$ cat src/rtl/dadda_product_accumulator_if.sv
// dadda_product_accumulator_if: product beat input and frame-sum result port bundle
interface dadda_product_accumulator_if #(parameter int ACC_W = 12);
  logic op_valid, clear, res_ready, res_valid, busy, ovf_err;
  logic [7:0] prod;
  logic [ACC_W-1:0] res_data;
  modport master (output op_valid, prod, clear, res_ready, input res_valid, res_data, busy, ovf_err);
  modport slave (input op_valid, prod, clear, res_ready, output res_valid, res_data, busy, ovf_err);
endinterface

$ cat src/rtl/dadda_product_accumulator.sv
// dadda_product_accumulator: sums FRAME_LEN multiplier products per frame into a double-buffered result
module dadda_product_accumulator #(
  parameter int MUL_LAT = 2,
  parameter int FRAME_LEN = 16,
  parameter int ACC_W = 12
) (
  input logic clk,
  input logic reset,
  dadda_product_accumulator_if.slave bus
);
  localparam int CW = FRAME_LEN > 1 ? $clog2(FRAME_LEN) : 1;
  typedef enum logic {IDLE, ACCUM} state_t;
  state_t state, state_n;
  logic [MUL_LAT-1:0] vpipe, vpipe_n;
  logic [ACC_W-1:0] acc, acc_n, sum, res_data;
  logic [CW-1:0] cnt, cnt_n;
  logic beat, done, xfer, load, res_valid, ovf_err;
  always_comb begin
    vpipe_n = vpipe << 1;
    vpipe_n[0] = bus.op_valid;
    beat = vpipe[MUL_LAT-1];
    sum = acc + ACC_W'(bus.prod);
    done = beat && cnt == CW'(FRAME_LEN - 1);
    xfer = res_valid && bus.res_ready;
    load = done && !bus.clear && (!res_valid || xfer);
    state_n = bus.clear ? IDLE : beat ? (done ? IDLE : ACCUM) : state;
    acc_n = bus.clear || done ? '0 : beat ? sum : acc;
    cnt_n = bus.clear || done ? '0 : beat ? cnt + 1'b1 : cnt;
  end
  always_ff @(posedge clk or posedge reset) begin
    if (reset) begin
      state <= IDLE;
      vpipe <= '0;
      acc <= '0;
      cnt <= '0;
      res_valid <= 1'b0;
      res_data <= '0;
      ovf_err <= 1'b0;
    end else begin
      state <= state_n;
      vpipe <= bus.clear ? '0 : vpipe_n;
      acc <= acc_n;
      cnt <= cnt_n;
      res_valid <= load || (res_valid && !xfer);
      res_data <= load ? sum : res_data;
      ovf_err <= !bus.clear && (ovf_err || (done && res_valid && !xfer));
    end
  end
  assign bus.res_valid = res_valid;
  assign bus.res_data = res_data;
  assign bus.ovf_err = ovf_err;
  assign bus.busy = state == ACCUM || |vpipe;
endmodule

$ cat src/flat_wrapper.sv
// flat-port wrapper written by rule: the top's interface ports become plain ports
module dadda_product_accumulator_flat 
#(
  parameter int MUL_LAT = 2,
  parameter int FRAME_LEN = 16,
  parameter int ACC_W = 12
)
  (clk, reset, bus_op_valid, bus_prod, bus_clear, bus_res_ready, bus_res_valid, bus_res_data, bus_busy, bus_ovf_err);
  dadda_product_accumulator_if #(.ACC_W(ACC_W)) bus_i ();
  input logic clk;
  input logic reset;
  input wire logic [$bits(bus_i.op_valid)-1:0] bus_op_valid;
  input wire logic [$bits(bus_i.prod)-1:0] bus_prod;
  input wire logic [$bits(bus_i.clear)-1:0] bus_clear;
  input wire logic [$bits(bus_i.res_ready)-1:0] bus_res_ready;
  output wire logic [$bits(bus_i.res_valid)-1:0] bus_res_valid;
  output wire logic [$bits(bus_i.res_data)-1:0] bus_res_data;
  output wire logic [$bits(bus_i.busy)-1:0] bus_busy;
  output wire logic [$bits(bus_i.ovf_err)-1:0] bus_ovf_err;
  assign bus_i.op_valid = bus_op_valid;
  assign bus_i.prod = bus_prod;
  assign bus_i.clear = bus_clear;
  assign bus_i.res_ready = bus_res_ready;
  assign bus_res_valid = bus_i.res_valid;
  assign bus_res_data = bus_i.res_data;
  assign bus_busy = bus_i.busy;
  assign bus_ovf_err = bus_i.ovf_err;
  dadda_product_accumulator #(.MUL_LAT(MUL_LAT), .FRAME_LEN(FRAME_LEN), .ACC_W(ACC_W)) u_core (.clk(clk), .reset(reset), .bus(bus_i));
endmodule
$ cat config.mk
export PLATFORM = sky130hd
export DESIGN_NAME = dadda_product_accumulator_flat
export DESIGN_NICKNAME = d
export VERILOG_FILES = /design/src/rtl/dadda_product_accumulator_if.sv /design/src/rtl/dadda_product_accumulator.sv /design/src/flat_wrapper.sv
export SDC_FILE = /design/constraint.sdc
export NUM_CORES = 1
export LEC_CHECK = 0
export BUFFER_PORTS_ARGS = -buffer_cell sky130_fd_sc_hd__buf_4
export CAP_MARGIN = 20
export CORE_MARGIN = 10
export CORE_UTILIZATION = 35
export CTS_CLUSTER_DIAMETER = 200
export DETAILED_ROUTE_END_ITERATION = 6
export GPL_TIMING_DRIVEN = 0
export SLEW_MARGIN = 10
export SYNTH_ARGS = -nofsm -noshare
export SYNTH_HDL_FRONTEND = slang
export SYNTH_SLANG_ARGS = --single-unit
$ cat constraint.sdc
create_clock -name clk -period 2.5 [get_ports clk]
set_input_delay 0.75 -clock clk [delete_from_list [all_inputs] [get_ports clk]]
set_output_delay 0.75 -clock clk [all_outputs]
set_load 0.01 [all_outputs]
==> impl_metrics.csv, run 1 <==
group,metric,value,unit
status,status,"finished clean",
timing,rsz0062_at_grt,"false",
logic_synthesis,yosys_most_used_dff,"dfrtp_1",
logic_synthesis,synth_common_cells,"dfrtp_1, nand2_1, o21ai_0",
pwr,power.leakage,1.06,nW
cells_and_area,drive_above_1_share,23.7,%
placement,dp.cells,266,
pwr,power,1.14,mW
clock_tree,cts_tree,"built",
detailed_routing,final_antenna_net_count,0,
floorplanning,num_rows,25,
logic_synthesis,synth-edff-count,0,
clock_tree,clock_latency,0.28,ns
cells_and_area,diodes,0,
critical_path,crit_chain,"buf_4 -> ha_1 -> fa_1 -> a211oi_2 -> o21ai_2 -> o2111ai_2 -> nor2_1 -> mux2_4",
logic_synthesis,yosys.cell_count.top_type,"dfrtp_1",
logic_synthesis,synth-simple-area-share,14.5,%
timing,period_minus_slack,2.39,ns
cells_and_area,nNetsFinal,229,
global_route,antenna_found_initial,0,
floorplanning,ios,28,
cells_and_area,syn2layout_area_growth,22.9,%
logic_synthesis,synthCells,172,
critical_path,crit_path_end_kind,"flip-flop",
critical_path,reg2reg_depth,7,
critical_path,cp_top_family,"compound AO/OA/AOI/OAI gates",
global_route,gr-total-overflow,0,
logic_synthesis,synth_top_area_share,47.5,%
logic_synthesis,yosysUniqueCellTypes,35,
detailed_routing,via_per_inst,4.96,
critical_path,crit_required,2.66,ns
timing,max_freq,0.419,GHz
critical_path,critPathBufInv,1,
detailed_routing,wl,3.80,mm
timing,maxSlewHeadroom,54.9,%
timing,setup_violations,0,
placement,dpl.hpwl,2.92,mm
pwr,peakVddDrop,314,uV
logic_synthesis,ys_async_sr_fraction,100,%
timing,tightest_slew,0.675,ns
placement,io_buffers,27,
critical_path,r2r_slack,0.31,ns
critical_path,endpoint,"u_core.acc[10]",
critical_path,cp_slowest_cell,"fa_1",
logic_synthesis,synthAdderAreaFrac,7.63,%
clock_tree,ctsResizeCount,0,
timing,final-hold-violation-count,0,
global_route,grt_first_pass_wirelength,6.80,mm
floorplanning,dieArea,8190,um2
critical_path,cp_num_cells,8,
logic_synthesis,synth_area_per_cell,10.1,um2
detailed_routing,drtIter0Drc,38,
global_route,grt.total_usage,9.89,%
clock_tree,cts.clk_slew.worst_paths,0.07,ns
logic_synthesis,netlist.top_cell.by_area,"dfrtp_1",
critical_path,crit_path_start,"bus_prod[0]",
pwr,power-per-cell-area,533,nW/um2
floorplanning,chipHeight,90.5,um
timing,finalCritPeriodShare,95.5,%
critical_path,crit-reg2reg-launch,"u_core.acc[0]",
detailed_routing,dr.pass1.iters,6,
clock_tree,cts_buffers,5,
cells_and_area,fin_util,45.0,%
logic_synthesis,syn-num-nets,195,
logic_synthesis,synth_seq_cells,33,
clock_tree,hold_buffers,0,
logic_synthesis,synth_area_leaders,"dfrtp_1, nand2_1, ha_1",
cells_and_area,fin_cells,274,
floorplanning,coreArea,4750,um2
floorplanning,initial_core_util,36.6,%
clock_tree,ctsLongestPathBuffers,2,
logic_synthesis,synth_top_family_by_area,"compound AO/OA/AOI/OAI gates",
floorplanning,fp.dieW,90.5,um
logic_synthesis,yosysWarnings,0,
critical_path,start_kind,"input pin",
critical_path,worst_r2r_endpoint,"u_core.acc[10]",
logic_synthesis,seq_area_frac_synth,47.5,%
min_path,min_path_type,"flip-flop to flip-flop",
logic_synthesis,synthMuxAreaShare,1.73,%
clock_tree,clock-sinks,33,
global_route,grt_max_degree,34,
detailed_routing,drc,0,
critical_path,cpPeakStageDelay,0.45,ns
detailed_routing,wl_per_cell,13.9,um
clock_tree,htreeDepth,2,
critical_path,crit_type,"input pin to flip-flop",
placement,gp_congestion,0.793,
logic_synthesis,synthesis.area,1740,um2
critical_path,crit_fanout,3,
detailed_routing,vias,1358,
timing,finalMaxSlewViolations,0,
timing,whs,0.480,ns
timing,finClkSkew,0.00531,ns
flow_run,drv_cap,0,
clock_tree,postCtsSetupBuffers,0,
global_route,grt_pass1_vias,1506,
logic_synthesis,synth_compound_area_share,20.7,%
logic_synthesis,synth-xor-area-share,5.54,%
critical_path,critPathArrivalTime,2.55,ns
cells_and_area,fill_cells,480,
clock_tree,root_buffer,"clkbuf_8",
==> logic make-up after synthesis <==
logic type	count (synthesis)
compound gates	50
xor+xnor	11
fa+ha+maj	10
buf+inv	10
flops	33
mux	2
simple gates	56
==> tightest hold or removal path, stage by stage (launching register included) <==
cell     delay (ns)
dfrtp_1        0.35
nand2_1        0.05
nand2_1        0.05
==> through the flow <==
stage / TNS, ns / worst slack (ns) / cell area (um2)
after floorplan: 0 / 0.0384 / 1740
after detailed placement: -0.805 / -0.248 / 2030
after CTS: 0 / 0.0421 / 2130
after global placement: -0.738 / -0.233 / 2030
final: 0 / 0.113 / 2140
after global routing: 0 / 0.0506 / 2140
==> report_power, final <==
group | internal, mW | switching [mW]
sequential | 0.549 | 0.00983
combinational | 0.0620 | 0.0823
clock | 0.249 | 0.188
==> metal layers <==
layer | track usage, % | up-vias | routed length (um)
met4 | 3.05 | 0 | 33
met1 | 11.5 | 649 | 1760
li1 | - | 680 | -
met3 | 3.24 | 4 | 124
met2 | 16.8 | 25 | 1880
met5 | 0 | - | 0
==> layout by cell type, fill, tap and decap left out, drive strengths merged, types with 4 or more instances in the layout <==
cell type / synthesis / routed
a211oi: 5 / 5
buf: 4 / 31
o21ai: 15 / 15
ha: 9 / 9
o31ai: 4 / 4
clkbuf: 4 / 11
nor2: 9 / 9
a22o: 9 / 9
a21o: 4 / 4
a21oi: 5 / 5
a31oi: 4 / 4
nand2: 31 / 31
dfrtp: 33 / 33
xor2: 9 / 9
==> sequential cells by signal, summed over array words and instances (netlist names) <==
signal and flops:
u_core.state 1, u_core.acc 12, u_core.cnt 4, u_core.bus.ovf_err 1, u_core.vpipe 2, u_core.bus.res_data 12
u_core.bus.res_valid 1
==> final cells by class <==
| type | instances | area [um2] | share of cell area (%) |
|---|---|---|---|
| multi-input cells | 129 | 882 | 41.3 |
| flip-flops and latches | 33 | 826 | 38.6 |
| repair buffers | 27 | 203 | 9.48 |
| clock buffers | 7 | 96.3 | 4.51 |
| well taps | 67 | 83.8 | 3.92 |
| plain buffers | 8 | 35.0 | 1.64 |
| inverters | 2 | 7.51 | 0.351 |
| clock inverters | 1 | 5.00 | 0.234 |
==> worst min path at each step <==
stage	from	endpoint	slack (ns)	cells past startpoint
2_1_floorplan	u_core.vpipe[0]	u_core.vpipe[1]	0.46	1
3_3_place_gp	u_core.bus.res_data[1]	u_core.bus.res_data[1]	0.46	2
3_5_place_dp	u_core.bus.res_data[3]	u_core.bus.res_data[3]	0.47	2
4_1_cts	u_core.bus.res_data[3]	u_core.bus.res_data[3]	0.49	2
5_1_grt	u_core.bus.res_data[6]	u_core.bus.res_data[6]	0.50	2
6_report	u_core.bus.res_data[0]	u_core.bus.res_data[0]	0.48	2
No activity file was read; power rests on OpenSTA's default activity.
==> inputs of run 2 (changes only) <==
--- a/config.mk
+++ b/config.mk
@@ -5,13 +5,14 @@
 export SDC_FILE = /design/constraint.sdc
 export NUM_CORES = 1
 export LEC_CHECK = 0
-export BUFFER_PORTS_ARGS = -buffer_cell sky130_fd_sc_hd__buf_4
 export CAP_MARGIN = 20
 export CORE_MARGIN = 10
 export CORE_UTILIZATION = 35
 export CTS_CLUSTER_DIAMETER = 200
 export DETAILED_ROUTE_END_ITERATION = 6
+export DONT_BUFFER_PORTS = 1
 export GPL_TIMING_DRIVEN = 0
+export MAX_ROUTING_LAYER = met4
 export SLEW_MARGIN = 10
 export SYNTH_ARGS = -nofsm -noshare
 export SYNTH_HDL_FRONTEND = slang
==> run 2 against run 1 <==
Effect of this change:
- via count fell by 8.1%
- power fell by 7.1%
- combinational power fell by 22%
- setup slack improved by 0.066 ns
- design area fell by 11%
- sequential cell count did not move
- maximum frequency rose by 2.8%
- first-iteration DRC count rose by 74%
- die area did not move
- worst hold slack got worse by 0.023 ns
- critical endpoint unchanged
==> impl_metrics.csv, run 2 (synthesis gave the netlist of run 1 again) <==
group,metric,value,unit
critical_path,cp_top_family,"compound AO/OA/AOI/OAI gates",
detailed_routing,dr.pass1.iters,4,
timing,tightest_slew,0.689,ns
floorplanning,chipHeight,90.5,um
timing,max_freq,0.431,GHz
cells_and_area,fill_cells,497,
timing,period_minus_slack,2.32,ns
critical_path,cpPeakStageDelay,0.43,ns
detailed_routing,wl,3.75,mm
placement,place_ws,-0.120,ns
timing,finalMaxSlewViolations,0,
cells_and_area,syn2layout_area_growth,9.93,%
cells_and_area,design_area,1910,um2
cells_and_area,drive_above_1_share,11.1,%
critical_path,crit_path_end_kind,"flip-flop",
detailed_routing,via_per_inst,5.05,
clock_tree,ctsLongestPathBuffers,2,
critical_path,worst_r2r_endpoint,"u_core.acc[10]",
pwr,peakVddDrop,267,uV
clock_tree,cts.clk_slew.worst_paths,0.07,ns
placement,placed_area,1820,um2
timing,maxSlewHeadroom,54.0,%
global_route,antenna_found_initial,0,
timing,fin_ws,0.179,ns
floorplanning,ios,28,
pwr,power.leakage,0.916,nW
timing,whs,0.457,ns
clock_tree,clock_latency,0.28,ns
detailed_routing,drtIter0Drc,66,
clock_tree,root_buffer,"clkbuf_8",
detailed_routing,wl_per_cell,15.2,um
detailed_routing,final_antenna_net_count,0,
detailed_routing,vias,1248,
floorplanning,initial_core_util,36.6,%
global_route,grtUsageMet3,3.74,%
critical_path,crit_fanout,3,
floorplanning,dieArea,8190,um2
global_route,use_met1,11.5,%
critical_path,crit_type,"input pin to flip-flop",
global_route,top_usage_layer,"met2",
global_route,grt_use_met2,16.0,%
placement,dpl.hpwl,2.79,mm
critical_path,crit_required,2.67,ns
cells_and_area,final_common_cell,"dfrtp_1",
global_route,gr-total-overflow,0,
pwr,power-per-cell-area,554,nW/um2
timing,setup_violations,0,
critical_path,reg2reg_depth,7,
flow_run,drv_cap,0,
clock_tree,cts_tree,"built",
global_route,grt_max_degree,34,
detailed_routing,drc,0,
min_path,min_path_type,"input pin to asynchronous set/reset pin",
global_route,grt.total_usage,10.0,%
timing,rsz0062_at_grt,"false",
critical_path,cp_slowest_cell,"fa_1",
timing,finalCritPeriodShare,92.9,%
floorplanning,num_rows,25,
clock_tree,htreeDepth,2,
global_route,grt_first_pass_wirelength,6.58,mm
critical_path,critPathArrivalTime,2.49,ns
cells_and_area,biggestRegsByFlops,"u_core.acc: 12 flops, u_core.bus.res_data: 12 flops, u_core.cnt: 4 flops",
placement,gp_congestion,0.791,
cells_and_area,fin_util,40.2,%
cells_and_area,diodes,0,
floorplanning,fp.dieW,90.5,um
floorplanning,coreArea,4750,um2
clock_tree,clock-sinks,33,
clock_tree,postCtsSetupBuffers,0,
critical_path,critPathBufInv,0,
clock_tree,cts_buffers,5,
cells_and_area,mostFrequentLayoutCells,"dfrtp_1, nand2_1, o21ai_0",
status,status,"finished clean",
critical_path,crit-reg2reg-launch,"u_core.acc[0]",
critical_path,r2r_slack,0.27,ns
cells_and_area,nNetsFinal,202,
critical_path,start_kind,"input pin",
timing,final-hold-violation-count,0,
timing,final.setup.tns,0,ns
critical_path,crit_chain,"ha_1 -> fa_1 -> a211oi_1 -> o21ai_2 -> o2111ai_2 -> nor2_1 -> mux2_4",
placement,io_buffers,0,
global_route,grt_pass1_vias,1366,
timing,finClkSkew,0.00194,ns
==> run 2: cell types whose count changed in the layout (fill, tap and decap cells not counted) <==
| cell | change |
|---|---|
| clkinv_2 | +1 |
| a211oi_1 | +1 |
| clkbuf_8 | -2 |
| buf_4 | -27 |
| clkbuf_1 | +1 |
| a211oi_2 | -1 |
==> run 2: metal layers <==
metal | part of all wire (%) | vias up
li1 | - | 630
met1 | 47 | 587
met2 | 46 | 28
met3 | 5.9 | 3
met4 | 0.53 | 0
met5 | 0 | -
==> run 2: layout make-up <==
class	count	area (um2)	share of cell area, %
plain buffers	8	35.0	1.83
inverters	2	7.51	0.393
multi-input cells	129	877	45.9
flip-flops and latches	33	826	43.2
clock inverters	2	10.0	0.524
well taps	67	83.8	4.38
clock buffers	6	72.6	3.80
==> run 2: worst max path at each step <==
stage / start / endpoint / slack [ns] / cells past startpoint
floorplan: bus_prod[0] / u_core.acc[10] / 0.04 / 7
global placement: bus_prod[0] / u_core.bus.res_data[8] / -0.13 / 7
detailed placement: bus_prod[0] / u_core.bus.res_data[8] / -0.12 / 7
finish: bus_prod[0] / u_core.acc[10] / 0.18 / 7
CTS: bus_prod[0] / u_core.bus.res_data[8] / 0.16 / 7
global route: bus_prod[0] / u_core.bus.res_data[8] / 0.02 / 7
==> run 2: through the flow <==
stage / instances / power, mW
2_1_floorplan: 172 / 0.659
3_3_place_gp: 239 / 0.686
3_5_place_dp: 239 / 0.687
4_1_cts: 247 / 1.08
5_1_grt: 247 / 1.12
6_report: 247 / 1.06
==> run 2: where the power goes <==
group          internal, mW  switching (mW)
registers             0.549          0.0146
logic                0.0402          0.0723
clock network         0.193           0.190
total                 0.782           0.277
==> run 2: worst reg2reg max path, delay by kind of cell (launching register included) <==
| family | cells | cell delay (ns) |
|---|---|---|
| AO/OA/AOI/OAI | 3 | 0.76 |
| adder cells (fa/ha/maj) | 2 | 0.65 |
| flip-flops | 1 | 0.38 |
| multiplexers | 1 | 0.27 |
| AND/OR/NAND/NOR | 1 | 0.06 |
==> run 2: repair_timing <==
item / in CTS / in global routing
hold endpoints to repair: 0 / 0
hold buffers: 0 / 0
gates resized for setup: 0 / 1
setup endpoints to repair: 0 / 1
